## src/rtl/alu_pkg.sv

```systemverilog
// Shared ALU definitions: opcode encodings and datapath width,
// imported by the ALU and by the decoder/control unit.
package alu_pkg;

    localparam int DATA_W = 8;
    localparam int OP_W   = 4;

    localparam logic [OP_W-1:0] OP_NOP  = 4'b0000;
    localparam logic [OP_W-1:0] OP_ADD  = 4'b0001;
    localparam logic [OP_W-1:0] OP_SUB  = 4'b0010;
    localparam logic [OP_W-1:0] OP_XOR  = 4'b0011;
    localparam logic [OP_W-1:0] OP_MOV  = 4'b0100;
    localparam logic [OP_W-1:0] OP_AND  = 4'b0101;
    localparam logic [OP_W-1:0] OP_OR   = 4'b0110;
    localparam logic [OP_W-1:0] OP_NOT  = 4'b0111;
    localparam logic [OP_W-1:0] OP_ROL  = 4'b1000;
    localparam logic [OP_W-1:0] OP_ROR  = 4'b1001;
    localparam logic [OP_W-1:0] OP_SHL  = 4'b1010;
    localparam logic [OP_W-1:0] OP_SHR  = 4'b1011;
    localparam logic [OP_W-1:0] OP_SWAP = 4'b1100;
    localparam logic [OP_W-1:0] OP_INC  = 4'b1101;
    localparam logic [OP_W-1:0] OP_DEC  = 4'b1110;
    localparam logic [OP_W-1:0] OP_RSVD = 4'b1111;

endpackage

```

## src/rtl/alu.sv

```systemverilog
// 8-bit ALU with registered carry/zero flags for conditional sequencing.
// Latency: result is combinational (0 cycles); flags update one edge later when en=1.
// Backpressure: none; flags simply hold while en is low.
module alu
    import alu_pkg::*;
(
    input  logic              clk,
    input  logic              rst_n,
    input  logic              en,
    input  logic [DATA_W-1:0] A,
    input  logic [DATA_W-1:0] B,
    input  logic [OP_W-1:0]   opcode,
    output logic [DATA_W-1:0] result,
    output logic              carry,
    output logic              zero
);

    logic [DATA_W-1:0]   w_result;
    logic                w_cout;
    logic [2*DATA_W-1:0] w_rotl;
    logic [2*DATA_W-1:0] w_rotr;
    logic                r_carry;
    logic                r_zero;

    // Rotates via a doubled operand: the wrapped bits fall out of the shifted copy.
    assign w_rotl = {A, A} << B[2:0];
    assign w_rotr = {A, A} >> B[2:0];

    always_comb begin
        w_result = '0;
        w_cout   = 1'b0;
        case (opcode)
            OP_NOP:  w_result = '0;
            OP_ADD:  {w_cout, w_result} = {1'b0, A} + {1'b0, B};
            OP_SUB: begin
                w_result = A - B;
                w_cout   = (A < B);
            end
            OP_XOR:  w_result = A ^ B;
            OP_MOV:  w_result = B;
            OP_AND:  w_result = A & B;
            OP_OR:   w_result = A | B;
            OP_NOT:  w_result = ~A;
            OP_ROL:  w_result = w_rotl[2*DATA_W-1:DATA_W];
            OP_ROR:  w_result = w_rotr[DATA_W-1:0];
            OP_SHL: begin
                w_result = {A[DATA_W-2:0], 1'b0};
                w_cout   = A[DATA_W-1];
            end
            OP_SHR: begin
                w_result = {1'b0, A[DATA_W-1:1]};
                w_cout   = A[0];
            end
            OP_SWAP: w_result = {A[3:0], A[7:4]};
            OP_INC: begin
                w_result = A + 8'd1;
                w_cout   = (A == 8'hFF);
            end
            OP_DEC: begin
                w_result = A - 8'd1;
                w_cout   = (A == 8'h00);
            end
            OP_RSVD: w_result = '0;
            default: w_result = '0;
        endcase
    end

    always_ff @(posedge clk or negedge rst_n) begin
        if (!rst_n) begin
            r_carry <= 1'b0;
            r_zero  <= 1'b0;
        end else if (en) begin
            r_carry <= w_cout;
            r_zero  <= (w_result == '0);
        end
    end

    assign result = w_result;
    assign carry  = r_carry;
    assign zero   = r_zero;

endmodule

```

## config.mk

```make
export PLATFORM = sky130hd
export DESIGN_NAME = alu
export DESIGN_NICKNAME = d
export VERILOG_FILES = /design/src/rtl/alu_pkg.sv /design/src/rtl/alu.sv
export SDC_FILE = /design/constraint.sdc
export NUM_CORES = 1
export LEC_CHECK = 0
export BUFFER_PORTS_ARGS = -buffer_cell sky130_fd_sc_hd__buf_2
export CAP_MARGIN = 25
export CORE_ASPECT_RATIO = 0.8
export CORE_MARGIN = 3
export CORE_UTILIZATION = 55
export CTS_BUF_LIST = sky130_fd_sc_hd__clkbuf_2 sky130_fd_sc_hd__clkbuf_4 sky130_fd_sc_hd__clkbuf_8
export CTS_CLUSTER_DIAMETER = 30
export DETAILED_ROUTE_END_ITERATION = 16
export GPL_TIMING_DRIVEN = 0
export PLACE_DENSITY_LB_ADDON = 0.05
export SLEW_MARGIN = 10
export SYNTH_ARGS = -nofsm -noshare
export SYNTH_HDL_FRONTEND = slang
export SYNTH_SLANG_ARGS = --single-unit
```

## constraint.sdc

```tcl
create_clock -name clk -period 2.9 [get_ports clk]
set_clock_uncertainty 0.1 [all_clocks]
set_input_delay 0.145 -clock clk [delete_from_list [all_inputs] [get_ports clk]]
set_output_delay 0.145 -clock clk [all_outputs]
set_load 0.05 [all_outputs]
```

==> results.py <==
metrics = {
    "floorplanning": {
        "core_sq_mm": 0.00471,
        "design.die.area_sq_mm": 0.00590,
        "die_w_um": 85.1,
        "start_util_pct": 58.5,
        "die_h_um": 69.3,
        "rows": 22,
        "pin_count": 33,
    },
    "job": {
        "drv_cap": 0,
    },
    "cells_and_area": {
        "layout-drive-gt1-share_pct": 35.7,
        "synthToLayoutAreaGrowth_pct": 39.4,
        "nets": 480,
        "final_util_pct": 81.6,
        "antenna_cells": 0,
        "fill_cells": 316,
    },
    "outcome": {
        "outcome": "complete, but fails checks",
        "violations": "setup timing",
    },
    "placed_design": {
        "io_buffers": 32,
        "gp_congestion": 0.997,
        "dp_slack_ns": -0.641,
        "dp_hpwl_um": 8190,
    },
    "worst_hold_path": {
        "hp-class": "input pin to register",
        "hold_depth": 2,
        "min_from": "en",
    },
    "global_route": {
        "antenna_found_initial": 0,
        "grt_pass1_wl_um": 18200,
        "top_usage_layer": "met2",
        "grt_max_degree": 12,
        "grt_usage_pct": 38.3,
        "grt_overflow": 0,
        "first_global_vias": 3317,
        "grt_use_met2_pct": 57.2,
        "met3_usage_pct": 7.36,
        "use_met1_pct": 56.3,
    },
    "logic_synthesis": {
        "postSynthCellCount": 369,
        "yosysWarningCount": 0,
        "yosysTopAreaCell": "ha_1",
        "synthTopCellsByArea": "ha_1, mux4_2, a21oi_1",
        "synth_ff_type": "dfrtp_1",
        "ys_types": 70,
        "avgSynthCellArea_sq_um": 7.46,
        "synthArstFlopShare_pct": 100,
        "synth.top_cell.area_share_pct": 11.4,
        "ys_ff_latch": 2,
        "synth_edf_count": 0,
        "ys_seq_area_share_pct": 1.82,
        "netlist_area_sq_mm": 0.00275,
        "synth_nets": 419,
    },
    "clocking": {
        "clk_path_buf_depth": 2,
        "cts_tree": "built",
        "clk_pin_slew_ns": 0.03,
        "cts-root-buf": "clkbuf_8",
        "clock-sinks": 2,
        "clk_latency_ns": 0.21,
        "cts_buffers": 3,
        "cts.htree.levels": 1,
    },
    "critical_path": {
        "critPathSlowestCell": "or4b_4",
        "end_kind": "register",
        "crit_start": "A[0]",
        "critical_path_class": "input pin to register",
        "crit_required_ns": 2.91,
        "cp_num_buf_inv": 3,
        "cp.arrival_ns": 3.01,
        "cp.depth": 13,
        "cpLargestDelayFamily": "compound AO/OA/AOI/OAI gates",
        "path_cells": "buf_6 > clkbuf_16 > inv_2 > ha_4 > fa_2 > nor2_1 > a22oi_1 > o22a_1 > a41oi_4 > or4b_4 > nor3_4 > o31ai_4 > o32ai_2",
        "crit-reg2reg-launch": "carry$_DFFE_PN0P_",
        "start_kind": "input pin",
        "cp_slowest_stage_delay_ns": 0.53,
        "cp_max_fo": 10,
        "rr_worst_depth": 2,
    },
    "sta": {
        "slew_headroom_pct": 56.3,
        "worstMarginPinSlew_ns": 0.653,
        "rsz0062_at_grt": "yes",
        "min_period_over_period_pct": 103,
        "final-hold-violation-count": 0,
        "maxSlewViolCount": 0,
        "fmax_mhz": 333,
        "setup_viol": 3,
        "setup_ws_ns": -0.100,
        "layout_min_cycle_time_ns": 3.00,
    },
    "pwr": {
        "irDropWorstVdd_v": 0.000264,
        "power_density_mw_per_mm2": 232,
        "p_leak_nw": 1.52,
    },
    "drt": {
        "num_vias": 3705,
        "drt-initial-drc-count": 711,
        "viasPerCell": 7.59,
        "drc": 0,
        "wl_per_cell_um": 24.7,
        "routed_wl_um": 12100,
        "firstDrtPassIters": 6,
        "postRouteAntennaNets": 0,
    },
}
## final timing paths
path,endpoint,slack (ns)
max,zero$_DFFE_PN0P_,-0.10
min,zero$_DFFE_PN0P_,0.17
max reg2reg,carry$_DFFE_PN0P_,2.14
min reg2reg,zero$_DFFE_PN0P_,0.46
max in group asynchronous,carry$_DFFE_PN0P_,2.41
min in group asynchronous,zero$_DFFE_PN0P_,0.19
## worst register-to-register path: stages, from the launching register on
cell	delay, ns
dfrtp_1	0.37
nor2_1	0.09
a41oi_1	0.05
## through the flow
step	setup TNS (ns)	power, W	hold WS, ns	std cells	instance area (sq um)
after detailed placement	-2.20	0.000610	-0.169	461	3160
after global routing	-0.267	0.000927	0.158	488	3840
after CTS	-0.143	0.000811	0.138	477	3610
final	-0.181	0.000892	0.166	488	3840
after global placement	-1.88	0.000604	-0.168	461	3160
after floorplan	-0.0549	0.000459	-0.251	369	2920
## power by group
part / total [W] / internal, W / switching (W)
logic: 0.000750 / 0.000311 / 0.000438
registers: 0.0000309 / 0.0000299 / 0.00000101
clock network: 0.000112 / 0.0000879 / 0.0000237
total: 0.000892 / 0.000429 / 0.000463
## area by class of cell
cell class	instances	area, sq um	share of cell area [%]
multi-input combinational	306	2800	72.9
timing repair buffer	59	439	11.4
buffer	33	317	8.25
inverter	25	119	3.10
tap	60	75.1	1.96
sequential	2	50.0	1.30
clock buffer	3	41.3	1.08
## registers in the layout, summed over array words and instances (netlist names)
register and flops:
carry 1, zero 1
## placed cells by master (no fill, tap or decap), types with 10 or more instances in the layout
cell	Yosys	final
buf_2	10	23
buf_6	2	10
nor2_1	24	23
nand2b_1	11	11
inv_1	23	16
o21ai_0	14	11
buf_4	0	31
mux4_2	12	13
nand2_1	24	23
a21oi_1	23	19
ha_1	25	17
## metal layers
metal	vias up	wire, um
li1	1547	-
met1	1692	4720
met2	374	4980
met3	92	1790
met4	0	585
met5	-	0
## Yosys cell counts (3+ instances only)
library cell / count
o22ai_1: 7
o21bai_1: 3
clkbuf_1: 22
ha_1: 25
a32oi_1: 7
xnor2_1: 6
nor2_1: 24
a221oi_1: 4
inv_1: 23
a21oi_1: 23
nor2b_1: 10
nor3_1: 12
nand2b_1: 11
mux4_1: 4
or3_1: 3
nand3_1: 9
o31ai_1: 3
a221o_1: 3
mux2i_1: 6
a21o_1: 5
o21ai_0: 14
o41ai_1: 3
mux4_2: 12
a31oi_1: 4
a22oi_1: 9
a2bb2oi_1: 4
and4b_1: 4
nand2_1: 24
nand4_1: 4
o211ai_1: 8
buf_2: 10
mux2_2: 3
and3_1: 3
## repair_timing
action / 4_1_cts / 5_1_grt
hold buffers: 1 / 0
gates resized for setup: 62 / 50
setup buffers: 14 / 12
endpoints found under the hold margin: 2 / 0
endpoints found under the setup margin: 5 / 5
cloned: 0 / 0
pin swaps: 15 / 18
## kinds of logic after synthesis
group / synth area share, %
AO/OA/AOI/OAI: 31.1
adder cells (fa/ha/maj): 12.8
AND/OR/NAND/NOR: 25.7
flip-flops: 1.82
buffers and inverters: 9.31
XOR/XNOR: 2.23
multiplexers: 17.0
Power figures use the tool's default switching activity.
